**src/rtl/trng_pkg.sv**
```systemverilog
// Shared types and constants for the ring-oscillator TRNG harvester.
// State encoding, default parameters and a counter-width helper.
package trng_pkg;

  typedef enum logic [2:0] {
    S_IDLE,
    S_WARMUP,
    S_COLLECT,
    S_HOLD,
    S_FAULT
  } state_t;

  localparam int DEF_N         = 10;
  localparam int DEF_WIDTH     = 8;
  localparam int DEF_DIV       = 16;
  localparam int DEF_WARMUP    = 64;
  localparam int DEF_REP_LIMIT = 32;

  // Bits needed to hold 0..value-1, never less than one.
  function automatic int clog2(input int value);
    int r;
    r = 0;
    for (int v = value - 1; v > 0; v = v >> 1) begin
      r++;
    end
    return (r < 1) ? 1 : r;
  endfunction

endpackage

```
**src/rtl/trng_harvester_if.sv**
```systemverilog
// Word delivery channel of the TRNG harvester.
// Valid/ready handshake carrying one harvested word.
interface trng_harvester_if #(
  parameter int WIDTH = 8
) ();

  logic [WIDTH-1:0] RAND_DATA;
  logic             RAND_VALID;
  logic             RAND_READY;

  modport master (
    output RAND_DATA,
    output RAND_VALID,
    input  RAND_READY
  );

  modport slave (
    input  RAND_DATA,
    input  RAND_VALID,
    output RAND_READY
  );

endinterface

```
**src/rtl/trng_health_rep.sv**
```systemverilog
// Repetition-count health test on the raw TRNG bit stream.
// Trips when REP_LIMIT identical bits arrive on consecutive ticks.
module trng_health_rep
  import trng_pkg::*;
#(
  parameter int REP_LIMIT = DEF_REP_LIMIT
) (
  input  logic clk,
  input  logic rst_n,
  input  logic raw_bit,
  input  logic tick,
  input  logic clear,
  output logic trip
);

  localparam int CW = clog2(REP_LIMIT + 1);

  logic [CW-1:0] rep_cnt;
  logic [CW-1:0] rep_nxt;
  logic          prev_bit;
  logic          first;

  always_comb begin
    rep_nxt = rep_cnt;
    if (first || (raw_bit != prev_bit)) begin
      rep_nxt = CW'(1);
    end else if (rep_cnt != CW'(REP_LIMIT)) begin
      rep_nxt = rep_cnt + 1'b1;
    end
  end

  assign trip = tick && !clear &&
                (rep_nxt == CW'(REP_LIMIT));

  always_ff @(posedge clk or negedge rst_n) begin
    if (!rst_n) begin
      rep_cnt  <= '0;
      prev_bit <= 1'b0;
      first    <= 1'b1;
    end else if (clear) begin
      rep_cnt  <= '0;
      prev_bit <= 1'b0;
      first    <= 1'b1;
    end else if (tick) begin
      rep_cnt  <= rep_nxt;
      prev_bit <= raw_bit;
      first    <= 1'b0;
    end
  end

endmodule

```
**src/rtl/trng_harvester.sv**
```systemverilog
// Ring-oscillator TRNG harvester: sync, sample, health test, pack.
// Optional von Neumann debias when TRNG_VN_DEBIAS_EN is defined.
module trng_harvester
  import trng_pkg::*;
#(
  parameter int N         = DEF_N,
  parameter int WIDTH     = DEF_WIDTH,
  parameter int DIV       = DEF_DIV,
  parameter int WARMUP    = DEF_WARMUP,
  parameter int REP_LIMIT = DEF_REP_LIMIT
) (
  input  logic             CLK,
  input  logic             RST_n,
  input  logic             EN,
  input  logic [N-1:0]     RO_IN,
  input  logic             FAULT_CLR,
  output logic             FAULT,
  output logic             BUSY,
  trng_harvester_if.master rnd
);

  localparam int DW = clog2(DIV);
  localparam int WW = clog2(WARMUP);
  localparam int BW = clog2(WIDTH);

  state_t state_q;
  state_t state_d;

  logic [N-1:0]     sync1;
  logic [N-1:0]     sync2;
  logic             raw_bit;
  logic [DW-1:0]    div_cnt;
  logic [WW-1:0]    warm_cnt;
  logic [BW-1:0]    bit_cnt;
  logic [WIDTH-1:0] acc;
  logic [WIDTH-1:0] word;
  logic [WIDTH-1:0] data_q;
  logic             valid_q;
  logic             fault_q;
  logic             active;
  logic             tick;
  logic             coll_tick;
  logic             bit_ok;
  logic             bit_val;
  logic             last_bit;
  logic             trip;

  assign raw_bit = ^sync2;

  assign active = (state_q != S_IDLE) &&
                  (state_q != S_FAULT);
  assign tick   = active &&
                  (div_cnt == DW'(DIV - 1));

  assign coll_tick = tick &&
                     (state_q == S_COLLECT);

`ifdef TRNG_VN_DEBIAS_EN
  logic pair_full;
  logic pair_bit;

  // First bit of a pair is the output when the pair differs.
  assign bit_ok  = coll_tick && pair_full &&
                   (pair_bit != raw_bit);
  assign bit_val = pair_bit;

  always_ff @(posedge CLK or negedge RST_n) begin
    if (!RST_n) begin
      pair_full <= 1'b0;
      pair_bit  <= 1'b0;
    end else if (state_q != S_COLLECT) begin
      pair_full <= 1'b0;
      pair_bit  <= 1'b0;
    end else if (tick) begin
      pair_full <= ~pair_full;
      pair_bit  <= raw_bit;
    end
  end
`else
  assign bit_ok  = coll_tick;
  assign bit_val = raw_bit;
`endif

  assign last_bit = bit_ok &&
                    (bit_cnt == BW'(WIDTH - 1));

  always_comb begin
    word          = acc;
    word[bit_cnt] = bit_val;
  end

  trng_health_rep #(
    .REP_LIMIT (REP_LIMIT)
  ) u_health (
    .clk     (CLK),
    .rst_n   (RST_n),
    .raw_bit (raw_bit),
    .tick    (tick),
    .clear   (!active),
    .trip    (trip)
  );

  always_comb begin
    state_d = state_q;
    unique case (state_q)
      S_IDLE: begin
        if (EN) state_d = S_WARMUP;
      end
      S_WARMUP: begin
        if (!EN) begin
          state_d = S_IDLE;
        end else if (tick &&
            (warm_cnt == WW'(WARMUP - 1))) begin
          state_d = S_COLLECT;
        end
      end
      S_COLLECT: begin
        if (!EN)           state_d = S_IDLE;
        else if (last_bit) state_d = S_HOLD;
      end
      S_HOLD: begin
        if (!EN)                 state_d = S_IDLE;
        else if (rnd.RAND_READY) state_d = S_COLLECT;
      end
      S_FAULT: begin
        if (FAULT_CLR) state_d = S_IDLE;
      end
      default: state_d = S_IDLE;
    endcase
    // A trip overrides EN loss and any completed transfer.
    if (trip) state_d = S_FAULT;
  end

  always_ff @(posedge CLK or negedge RST_n) begin
    if (!RST_n) begin
      state_q  <= S_IDLE;
      sync1    <= '0;
      sync2    <= '0;
      div_cnt  <= '0;
      warm_cnt <= '0;
      bit_cnt  <= '0;
      acc      <= '0;
      data_q   <= '0;
      valid_q  <= 1'b0;
      fault_q  <= 1'b0;
    end else begin
      state_q <= state_d;
      sync1   <= RO_IN;
      sync2   <= sync1;

      if (!active || tick) div_cnt <= '0;
      else                 div_cnt <= div_cnt + 1'b1;

      if (state_q != S_WARMUP) warm_cnt <= '0;
      else if (tick)           warm_cnt <= warm_cnt + 1'b1;

      if (state_q != S_COLLECT) bit_cnt <= '0;
      else if (last_bit)        bit_cnt <= '0;
      else if (bit_ok)          bit_cnt <= bit_cnt + 1'b1;

      if (bit_ok) acc <= word;

      if ((state_q == S_COLLECT) &&
          (state_d == S_HOLD)) begin
        data_q <= word;
      end

      valid_q <= (state_d == S_HOLD);
      fault_q <= (state_d == S_FAULT);
    end
  end

  assign rnd.RAND_DATA  = data_q;
  assign rnd.RAND_VALID = valid_q;
  assign FAULT          = fault_q;
  assign BUSY           = (state_q == S_WARMUP) ||
                          (state_q == S_COLLECT);

endmodule
```
**src/flat_wrapper.sv**
```systemverilog
// flat-port wrapper written by rule: the top's interface ports become plain ports
module trng_harvester_flat import trng_pkg::*;
#(
  parameter int N         = DEF_N,
  parameter int WIDTH     = DEF_WIDTH,
  parameter int DIV       = DEF_DIV,
  parameter int WARMUP    = DEF_WARMUP,
  parameter int REP_LIMIT = DEF_REP_LIMIT
)
  (CLK, RST_n, EN, RO_IN, FAULT_CLR, FAULT, BUSY, rnd_RAND_DATA, rnd_RAND_VALID, rnd_RAND_READY);
  trng_harvester_if #(.WIDTH(WIDTH)) rnd_i ();
  input  logic CLK;
  input  logic RST_n;
  input  logic EN;
  input  logic [N-1:0] RO_IN;
  input  logic FAULT_CLR;
  output logic FAULT;
  output logic BUSY;
  output wire logic [$bits(rnd_i.RAND_DATA)-1:0] rnd_RAND_DATA;
  output wire logic [$bits(rnd_i.RAND_VALID)-1:0] rnd_RAND_VALID;
  input wire logic [$bits(rnd_i.RAND_READY)-1:0] rnd_RAND_READY;
  assign rnd_RAND_DATA = rnd_i.RAND_DATA;
  assign rnd_RAND_VALID = rnd_i.RAND_VALID;
  assign rnd_i.RAND_READY = rnd_RAND_READY;
  trng_harvester #(.N(N), .WIDTH(WIDTH), .DIV(DIV), .WARMUP(WARMUP), .REP_LIMIT(REP_LIMIT)) u_core (.CLK(CLK), .RST_n(RST_n), .EN(EN), .RO_IN(RO_IN), .FAULT_CLR(FAULT_CLR), .FAULT(FAULT), .BUSY(BUSY), .rnd(rnd_i));
endmodule
```
**config.mk**
```make
export PLATFORM = sky130hd
export DESIGN_NAME = trng_harvester_flat
export DESIGN_NICKNAME = d
export VERILOG_FILES = /design/src/rtl/trng_pkg.sv /design/src/rtl/trng_harvester_if.sv /design/src/rtl/trng_health_rep.sv /design/src/rtl/trng_harvester.sv /design/src/flat_wrapper.sv
export SDC_FILE = /design/constraint.sdc
export NUM_CORES = 1
export LEC_CHECK = 0
export ABC_AREA = 1
export CAP_MARGIN = 10
export CELL_PAD_IN_SITES_DETAIL_PLACEMENT = 0
export CELL_PAD_IN_SITES_GLOBAL_PLACEMENT = 1
export CORE_UTILIZATION = 43
export DETAILED_ROUTE_END_ITERATION = 10
export PLACE_DENSITY_LB_ADDON = 0.15
export REMOVE_ABC_BUFFERS = 1
export SETUP_SLACK_MARGIN = 0.05
export SYNTH_ARGS = -nofsm -noshare
export SYNTH_HDL_FRONTEND = slang
export SYNTH_SLANG_ARGS = --single-unit
```
**constraint.sdc**
```tcl
create_clock -name CLK -period 1.95 [get_ports CLK]
set_input_delay 0.195 -clock CLK [delete_from_list [all_inputs] [get_ports CLK]]
set_output_delay 0.195 -clock CLK [all_outputs]
set_load 0.01 [all_outputs]
```
==> flow_summary.html, run 1 <==
<table>
<tr><th>Metric</th><th>Value</th></tr>
<tr><th colspan="2">Run status</th></tr>
<tr><td>Result of the run</td><td>finished with violations</td></tr>
<tr><td>Failing checks</td><td>setup timing</td></tr>
<tr><th colspan="2">Global routing</th></tr>
<tr><td>All-layer global routing usage</td><td>between 10% and 20%</td></tr>
<tr><td>Vias in the first global route</td><td>between 2,000 and 2,500</td></tr>
<tr><td>Largest net degree at the start of global routing</td><td>41</td></tr>
<tr><td>Initial antenna violation count</td><td>0</td></tr>
<tr><td>First-pass GRT wire length</td><td>10.2 mm</td></tr>
<tr><td>Global route total overflow</td><td>0</td></tr>
<tr><th colspan="2">Routing</th></tr>
<tr><td>First-pass iteration count of the detailed router</td><td>4</td></tr>
<tr><td>Total detailed-routing wirelength</td><td>6.15 mm</td></tr>
<tr><td>Post-DR vias/cell</td><td>between 4 and 5</td></tr>
<tr><td>Via total after detailed routing</td><td>2,278</td></tr>
<tr><td>Post-route DRC</td><td>0</td></tr>
<tr><td>1st-iter DRT viols</td><td>70</td></tr>
<tr><td>Count of antenna-violating nets left after detailed routing</td><td>0</td></tr>
<tr><td>DR WL/cell</td><td>13.3 um</td></tr>
<tr><th colspan="2">STA</th></tr>
<tr><td>Fmax achieved</td><td>503 MHz</td></tr>
<tr><td>Final worst-path setup slack</td><td>-0.0398 ns</td></tr>
<tr><td>Final setup violation count</td><td>9</td></tr>
<tr><td>Fin Clk Skew</td><td>0.00713 ns</td></tr>
<tr><td>Max Transition Viols Final</td><td>0</td></tr>
<tr><td>Worst hold slack</td><td>0.297 ns</td></tr>
<tr><td>Slew headroom</td><td>between 60 and 70%</td></tr>
<tr><td>Fin crit share</td><td>102%</td></tr>
<tr><td>Pin slew with the least headroom to its limit</td><td>0.552 ns</td></tr>
<tr><td>Hold Vio Cnt, Final</td><td>0</td></tr>
<tr><td>Total Negative Setup Slacks</td><td>-0.246 ns</td></tr>
<tr><td>Shortest clock period the worst path allows after layout</td><td>1.99 ns</td></tr>
<tr><td>Unrepaired setup endpoints after global routing</td><td>yes</td></tr>
<tr><th colspan="2">Synthesis</th></tr>
<tr><td>Portion of the post-synthesis area used by sequential elements</td><td>54.4%</td></tr>
<tr><td>FFs w/ async S/R, synth</td><td>100%</td></tr>
<tr><td>Post-synthesis cell type count</td><td>35</td></tr>
<tr><td>Count of warnings emitted by yosys</td><td>0</td></tr>
<tr><td>Average instance area after synthesis</td><td>9.01 sq um</td></tr>
<tr><td>Post-Syn Area</td><td>between 2000 and 3000 sq um</td></tr>
<tr><td>Count of flip-flops with a built-in enable after synthesis</td><td>0</td></tr>
<tr><td>Mapped Cells</td><td>317</td></tr>
<tr><td>Primary flip-flop cell chosen by synthesis mapping</td><td>dfrtp_1</td></tr>
<tr><td>Flops &amp; latches, synth</td><td>62</td></tr>
<tr><th colspan="2">Place</th></tr>
<tr><td>Gp weighted congestion</td><td>a little over 0.8</td></tr>
<tr><td>Final HPWL DP</td><td>4.24 mm</td></tr>
<tr><td>Port bufs</td><td>25</td></tr>
<tr><th colspan="2">Die</th></tr>
<tr><td>Die Y</td><td>83.5 um</td></tr>
<tr><td>Die ar.</td><td>roughly 7000 sq um</td></tr>
<tr><td>Die outline width</td><td>83.5 um</td></tr>
<tr><td>Starting Density</td><td>44.7%</td></tr>
<tr><td>Placement row count</td><td>29</td></tr>
<tr><td>Core area</td><td>6390 sq um</td></tr>
<tr><td>Number of primary I/O pins</td><td>26</td></tr>
<tr><th colspan="2">Critical path</th></tr>
<tr><td>Kind of start point of the critical path</td><td>register</td></tr>
<tr><td>Delay of the slowest cell on the worst path</td><td>0.40 ns</td></tr>
<tr><td>Crit-path max FO</td><td>4</td></tr>
<tr><td>Arrival time reported for the critical path endpoint</td><td>2.26 ns</td></tr>
<tr><td>Class of the most critical setup path</td><td>reg -&gt; reg</td></tr>
<tr><td>Element type at the critical path end</td><td>register</td></tr>
<tr><td>Critical path cell sequence</td><td>nand2_2 &gt; inv_2 &gt; nor2_2 &gt; nand2_2 &gt; nand2_2 &gt; nand2_2 &gt; nand2_2 &gt; nand2_2 &gt; nand3_2 &gt; nand2_2 &gt; nor2_4 &gt; nand2_2 &gt; nand3_4 &gt; nand3_4 &gt; nor2_4 &gt; nand3_2 &gt; nand2_1</td></tr>
<tr><td>Worst path bufs/invs</td><td>1</td></tr>
<tr><td>Worst path slowest cell</td><td>dfrtp_1</td></tr>
<tr><td>Required time of the critical path</td><td>between 2 and 2.5 ns</td></tr>
<tr><td>Crit-path leading delay family</td><td>simple AND/OR/NAND/NOR gates</td></tr>
<tr><td>Most used cell, CP</td><td>nand2_2</td></tr>
<tr><th colspan="2">Clocking</th></tr>
<tr><td>Clock buffer count from CTS</td><td>9</td></tr>
<tr><td>Clock buffer depth</td><td>2</td></tr>
<tr><td>Clock tree from TritonCTS</td><td>yes</td></tr>
<tr><td>H-tree depth</td><td>3</td></tr>
<tr><td>Root Buffer Master</td><td>clkbuf_8</td></tr>
<tr><td>Clock sink count</td><td>62</td></tr>
<tr><td>Clock-pin slew reported for the worst setup and hold paths after clock tree synthesis</td><td>0.07 ns</td></tr>
<tr><td>Source-to-sink clock delay at the later pin of the worst-skew pair</td><td>0.34 ns</td></tr>
<tr><th colspan="2">Power</th></tr>
<tr><td>Power per standard cell area</td><td>682 nW/um^2</td></tr>
<tr><td>Leakage Power</td><td>0.00175 uW</td></tr>
<tr><td>Worst IR drop on VDD</td><td>roughly 0.00053 V</td></tr>
<tr><th colspan="2">Cells and area</th></tr>
<tr><td>Area added between synthesis and finish</td><td>30.4%</td></tr>
<tr><td>Final net count</td><td>400</td></tr>
<tr><td># diodes</td><td>0</td></tr>
<tr><td>Share of final-layout standard cells stronger than drive strength 1</td><td>25.0%</td></tr>
<tr><th colspan="2">Worst hold path</th></tr>
<tr><td>Path class of the lowest-slack min-delay path</td><td>in -&gt; reg</td></tr>
<tr><th colspan="2">Job</th></tr>
<tr><td>Count of max-cap constraint violations</td><td>0</td></tr>
</table>
-- synth_stat cells, types with 2 or more instances --
cell type | count | area share (%)
inv_1 | 37 | 4.9
inv_2 | 4 | 0.53
nand4_1 | 6 | 1.3
nor2_1 | 15 | 2.0
a21oi_1 | 6 | 1.1
nand3_1 | 30 | 5.3
nor3_1 | 5 | 0.88
ha_1 | 6 | 2.6
xnor2_1 | 2 | 0.61
nand2_2 | 2 | 0.44
xor2_1 | 8 | 2.5
o21ai_0 | 20 | 3.5
o31ai_1 | 2 | 0.53
o22ai_1 | 4 | 0.88
nor2_2 | 3 | 0.66
o21ai_2 | 2 | 0.61
nand3_2 | 3 | 1.1
nand2_1 | 84 | 11
dfrtp_1 | 61 | 53
nand2_4 | 2 | 0.79
-- final cells by class --
class	count	area (sq um)
fill	580	2660
clock buffer	9	124
clock inverter	7	50.0
multi-input combinational	213	1280
inverter	41	154
timing repair buffer	52	469
tap	77	96.3
sequential	62	1550
-- worst register-to-register path, delay by kind of cell (launching register included) --
| family | cells | cell delay, ns |
|---|---|---|
| and+or+nand+nor | 16 | 1.51 |
| DFF | 1 | 0.40 |
| buffers and inverters | 1 | 0.04 |
-- flip-flops by register name, summed over array words and instances (netlist names), 4 cells and up --
name                     count
u_core.acc                   8
u_core.div_cnt               4
u_core.u_health.rep_cnt      6
u_core.sync2                10
u_core.rnd.RAND_DATA         8
u_core.sync1                10
u_core.warm_cnt              6
-- kinds of logic (layout without fill, tap and decap cells) --
kind of cell               after synthesis  after routing  synth area share (%)
buffers and inverters                   43            109                  5.69
and+or+nand+nor                        158            159                  26.6
adders and majority gates                6              6                  2.63
xor gates and xnor gates                10             10                  3.07
DFF                                     62             62                  54.4
AOI/OAI and AO/OA                       38             38                  7.62
-- path summary, 6_finish.rpt --
| path | startpoint | endpoint | slack, ns | cells past startpoint |
|---|---|---|---|---|
| worst max-delay path | u_core.sync2[8]$_DFF_PN0_ | u_core.rnd.RAND_DATA[6]$_DFFE_PN0P_ | -0.04 | 17 |
| worst min-delay path | RO_IN[2] | u_core.sync1[2]$_DFF_PN0_ | 0.30 | 1 |
| worst max register to register | u_core.sync2[8]$_DFF_PN0_ | u_core.rnd.RAND_DATA[6]$_DFFE_PN0P_ | -0.04 | 17 |
| worst min register to register | u_core.sync1[3]$_DFF_PN0_ | u_core.sync2[3]$_DFF_PN0_ | 0.35 | 0 |
| max in group asynchronous | RST_n | u_core.warm_cnt[4]$_DFFE_PN0P_ | 0.97 | 3 |
| min in group asynchronous | RST_n | u_core.sync2[2]$_DFF_PN0_ | 0.38 | 2 |
-- where the power goes --
group	leakage (uW)	internal (uW)	total (uW)	switching, uW
combinational	0.000857	94.5	229	134
sequential	0.000814	1310	1330	16.0
clock	0.0000816	461	984	523
-- cells in the final DEF (no fill, tap or decap), types with 4 or more instances in the layout --
master,synthesis,routed
nand3_2,3,11
nor3_1,5,5
buf_4,0,23
clkdlybuf4s50_1,0,23
xor2_1,8,8
clkbuf_8,0,9
nand4_1,6,6
a21oi_1,6,6
dfrtp_1,61,61
nor2_4,1,4
inv_2,4,7
nor2_2,3,4
o21ai_0,20,19
nor2_1,15,12
nand3_1,30,21
ha_1,6,5
inv_1,37,34
nand2_1,84,72
nand2_2,2,14
-- through the flow --
stage / area, sq um / util, % / std cells / worst slack, ns / total power, uW
final: 3730 / 58.3 / 461 / -0.0398 / 2540
after global routing: 3730 / 58.3 / 461 / -0.203 / 2660
after CTS: 3600 / 56.4 / 457 / 0.0138 / 2570
after detailed placement: 3310 / 51.8 / 431 / -0.00351 / 1560
after global placement: 3310 / 51.8 / 431 / 0.0230 / 1550
after floorplan: 2850 / - / 315 / -0.217 / 1450
-- per-layer routing --
metal	vias up	track usage, %	share of wire [%]
met3	8	3.66	1.9
li1	1158	-	-
met2	27	28.9	49
met5	-	0	0
met1	1085	25.5	48
met4	0	9.71	1.5
-- repair_timing --
item                                    4_1_cts  5_1_grt
cloned                                        1        0
pin swaps                                     4       22
resized for setup                             9       30
hold endpoints to repair                     21        0
endpoints found under the setup margin        9       16
buffers inserted                              8        7
hold buffers                                  1        0
Note: power is estimated with default switching activity, not from simulation.
==> inputs of run 2 (changes only) <==
Settings changed: PLACE_DENSITY set to 0.79, PLACE_DENSITY_LB_ADDON 0.15 to not set.
==> run 2 against run 1 <==
  * Clock-buffer cell count rose by 1
  * Maximum frequency rose by 1.4%
  * Global-route usage fell by 0.14 points
  * Design area barely moved
  * Clock skew rose by 0.0020 ns
  * Sequential power barely moved
  * Sequential share of layout area barely moved
  * Critical path depth did not move
  * The run still ends with setup timing left
  * Largest power group is now clock
  * Via count rose by 0.88%
  * Setup slack improved by 0.028 ns
  * Register-to-register slack improved by 0.03 ns
  * Final cell count fell by 0.65%
==> flow_summary.html, run 2 (synthesized netlist as in run 1, its figures left out) <==
<table>
<tr><th>Metric</th><th>Value</th></tr>
<tr><th colspan="2">Cells and area</th></tr>
<tr><td>Layout Cell Area excl Fill</td><td>between 3000 and 4000 sq um</td></tr>
<tr><td>Leading cell type in the layout, fill and taps excluded</td><td>nand2_1</td></tr>
<tr><td>Post-layout instance count excluding filler cells</td><td>458</td></tr>
<tr><td># diodes</td><td>0</td></tr>
<tr><td>Share of final-layout standard cells stronger than drive strength 1</td><td>between 20% and 30%</td></tr>
<tr><td>Commonest cells after routing, fill and taps aside</td><td>nand2_1, dfrtp_1, inv_1</td></tr>
<tr><td>Area added between synthesis and finish</td><td>30.5%</td></tr>
<tr><td>Biggest registers after layout</td><td>u_core.sync1 (10), u_core.sync2 (10)</td></tr>
<tr><td>Final net count</td><td>397</td></tr>
<tr><th colspan="2">Clocking</th></tr>
<tr><td>Clock-pin slew reported for the worst setup and hold paths after clock tree synthesis</td><td>about 0.07 ns</td></tr>
<tr><td>Source-to-sink clock delay at the later pin of the worst-skew pair</td><td>between 0.3 and 0.4 ns</td></tr>
<tr><td>Root Buffer Master</td><td>clkbuf_8</td></tr>
<tr><td>Clock buffer depth</td><td>2</td></tr>
<tr><td>H-tree depth</td><td>3</td></tr>
<tr><td>Clock tree from TritonCTS</td><td>yes</td></tr>
<tr><td>Clock sink count</td><td>between 60 and 70</td></tr>
<tr><td>Clock buffer count from CTS</td><td>9</td></tr>
<tr><th colspan="2">Die</th></tr>
<tr><td>Placement row count</td><td>29</td></tr>
<tr><td>Core area</td><td>6390 sq um</td></tr>
<tr><td>Number of primary I/O pins</td><td>26</td></tr>
<tr><td>Die Y</td><td>83.5 um</td></tr>
<tr><td>Die outline width</td><td>approximately 84 um</td></tr>
<tr><td>Die ar.</td><td>approximately 7000 sq um</td></tr>
<tr><td>Starting Density</td><td>44.7%</td></tr>
<tr><th colspan="2">Global routing</th></tr>
<tr><td>Initial antenna violation count</td><td>0</td></tr>
<tr><td>Largest net degree at the start of global routing</td><td>33</td></tr>
<tr><td>First-pass GRT wire length</td><td>10.1 mm</td></tr>
<tr><td>Global route total overflow</td><td>0</td></tr>
<tr><td>All-layer global routing usage</td><td>18.7%</td></tr>
<tr><td>Vias in the first global route</td><td>2,241</td></tr>
<tr><th colspan="2">STA</th></tr>
<tr><td>Final setup violation count</td><td>2</td></tr>
<tr><td>Unrepaired setup endpoints after global routing</td><td>yes</td></tr>
<tr><td>Fin crit share</td><td>101%</td></tr>
<tr><td>Pin slew with the least headroom to its limit</td><td>0.445 ns</td></tr>
<tr><td>Fin Clk Skew</td><td>0.00917 ns</td></tr>
<tr><td>Worst hold slack</td><td>just under 0.3 ns</td></tr>
<tr><td>Max Transition Viols Final</td><td>0</td></tr>
<tr><td>Slew headroom</td><td>a little over two thirds</td></tr>
<tr><td>Total Negative Setup Slacks</td><td>-0.0148 ns</td></tr>
<tr><td>Hold Vio Cnt, Final</td><td>0</td></tr>
<tr><td>Final worst-path setup slack</td><td>-0.0115 ns</td></tr>
<tr><td>Fmax achieved</td><td>510 MHz</td></tr>
<tr><td>Shortest clock period the worst path allows after layout</td><td>1.96 ns</td></tr>
<tr><th colspan="2">Job</th></tr>
<tr><td>Count of max-cap constraint violations</td><td>0</td></tr>
<tr><th colspan="2">Worst hold path</th></tr>
<tr><td>Startpoint of the worst hold path</td><td>RO_IN[5]</td></tr>
<tr><td>Path class of the lowest-slack min-delay path</td><td>in -&gt; reg</td></tr>
<tr><td>Worst Hold End</td><td>u_core.sync1[5]$_DFF_PN0_</td></tr>
<tr><td>Worst Hold Path Cells</td><td>1</td></tr>
<tr><th colspan="2">Place</th></tr>
<tr><td>Area of placed instances</td><td>3320 sq um</td></tr>
<tr><td>Port bufs</td><td>25</td></tr>
<tr><td>Instance count after placement with tap cells included</td><td>431</td></tr>
<tr><td>Final HPWL DP</td><td>4.27 mm</td></tr>
<tr><td>Gp weighted congestion</td><td>between 0.8 and 0.9</td></tr>
<tr><td>Worst-case setup slack after placement</td><td>-0.0377 ns</td></tr>
<tr><th colspan="2">Routing</th></tr>
<tr><td>Met3 wirelength from detailed routing</td><td>around 180 um</td></tr>
<tr><td>Post-DR vias/cell</td><td>between 5 and 6</td></tr>
<tr><td>Met1 Wirelength</td><td>~2.7 mm</td></tr>
<tr><td>WL met2</td><td>approximately 3.0 mm</td></tr>
<tr><td>DR WL/cell</td><td>13.2 um</td></tr>
<tr><td>Post-route DRC</td><td>0</td></tr>
<tr><td>1st-iter DRT viols</td><td>71</td></tr>
<tr><td>Count of antenna-violating nets left after detailed routing</td><td>0</td></tr>
<tr><td>Max Used Layer</td><td>met4</td></tr>
<tr><td>Total detailed-routing wirelength</td><td>6.05 mm</td></tr>
<tr><td>First-pass iteration count of the detailed router</td><td>4</td></tr>
<tr><td>Via total after detailed routing</td><td>roughly 2,300</td></tr>
<tr><th colspan="2">Critical path</th></tr>
<tr><td>Reg-to-reg critical path startpoint</td><td>u_core.sync2[9]$_DFF_PN0_</td></tr>
<tr><td>Worst r2r path cells</td><td>17</td></tr>
<tr><td>Arrival time reported for the critical path endpoint</td><td>between 2 and 2.5 ns</td></tr>
<tr><td>Setup slack of the worst register-to-register path</td><td>-0.01 ns</td></tr>
<tr><td>Crit-path max FO</td><td>4</td></tr>
<tr><td>Kind of start point of the critical path</td><td>register</td></tr>
<tr><td>Element type at the critical path end</td><td>register</td></tr>
<tr><td>Worst reg2reg path endpoint</td><td>u_core.rnd.RAND_DATA[5]$_DFFE_PN0P_</td></tr>
<tr><td>Class of the most critical setup path</td><td>reg -&gt; reg</td></tr>
<tr><td>Required time of the critical path</td><td>2.23 ns</td></tr>
<tr><th colspan="2">Power</th></tr>
<tr><td>Worst IR drop on VDD</td><td>~0.00068 V</td></tr>
<tr><td>Power per standard cell area</td><td>778 nW/um^2</td></tr>
<tr><td>Leakage Power</td><td>about 0.0018 uW</td></tr>
<tr><th colspan="2">Run status</th></tr>
<tr><td>Result of the run</td><td>finished with violations</td></tr>
<tr><td>Failing checks</td><td>setup timing</td></tr>
</table>
[run 2: changes by cell type in the layout (fill, tap and decap cells not counted), moves of 2 or more]
cell | previous run | this run
buf_4 | 23 | 21
nand2_2 | 14 | 8
nand2_1 | 72 | 78
inv_2 | 7 | 5
buf_6 | 2 | 0
nand3_2 | 11 | 4
nand3_1 | 21 | 28
inv_1 | 34 | 36
nor2_2 | 4 | 2
bufinv_16 | 0 | 3
[run 2: final cells by class]
cell class                 count  area [sq um]
clock buffer                  10           128
multi-input combinational    213          1230
sequential                    62          1550
fill                         578          2660
timing repair buffer          49           452
inverter                      41           154
tap                           77          96.3
clock inverter                 6           110
[run 2: critical path, cell delays in order (launching register included)]
cell	delay, ns
dfrtp_1	0.39
nand2_1	0.09
inv_1	0.04
nor2_1	0.08
nand2_1	0.07
nand2_1	0.07
nand2_2	0.06
nand2_1	0.07
nand2_2	0.07
nand3_2	0.09
nand2_2	0.07
nor2_4	0.14
nand2_2	0.09
nand3_4	0.11
nand3_4	0.12
nor2_4	0.19
nand3_1	0.08
nand2_1	0.07
[run 2: worst max path at each step]
| stage | from | endpoint | cells after the start |
|---|---|---|---|
| global placement | u_core.sync2[8]$_DFF_PN0_ | u_core.rnd.RAND_DATA[3]$_DFFE_PN0P_ | 16 |
| detailed placement | u_core.sync2[8]$_DFF_PN0_ | u_core.rnd.RAND_DATA[4]$_DFFE_PN0P_ | 16 |
| floorplan | u_core.state_q[2]$_DFF_PN0_ | u_core.rnd.RAND_DATA[0]$_DFFE_PN0P_ | 12 |
| CTS | u_core.sync2[8]$_DFF_PN0_ | u_core.rnd.RAND_DATA[0]$_DFFE_PN0P_ | 17 |
| global route | u_core.sync2[9]$_DFF_PN0_ | u_core.rnd.RAND_DATA[0]$_DFFE_PN0P_ | 17 |
| finish | u_core.sync2[9]$_DFF_PN0_ | u_core.rnd.RAND_DATA[5]$_DFFE_PN0P_ | 17 |
[run 2: report_power, final]
| part | internal, uW | switching [uW] | leakage (uW) | total [uW] |
|---|---|---|---|---|
| logic | 91.3 | 126 | 0.000848 | 217 |
| registers | 1310 | 16.0 | 0.000814 | 1330 |
| clock network | 847 | 508 | 0.000112 | 1350 |
[run 2: metrics by stage]
| stage | power, uW | util, % |
|---|---|---|
| 2_1_floorplan | 1450 | - |
| 3_3_place_gp | 1560 | 52.0 |
| 3_5_place_dp | 1560 | 52.0 |
| 4_1_cts | 2930 | 57.0 |
| 5_1_grt | 3010 | 58.4 |
| 6_report | 2900 | 58.4 |
[run 2: what timing repair did]
item,in CTS,in global routing
resized for setup,13,9
pin swaps,1,5
setup endpoints to repair,9,14
buffers inserted,3,6
cloned,0,1
hold buffers,1,0
hold endpoints to repair,13,0
[run 2: layer usage]
metal / vias to the layer above / track usage, %
met5: - / 0
met4: 0 / 9.55
met3: 12 / 5.14
met2: 29 / 30.8
met1: 1107 / 22.6
li1: 1150 / -
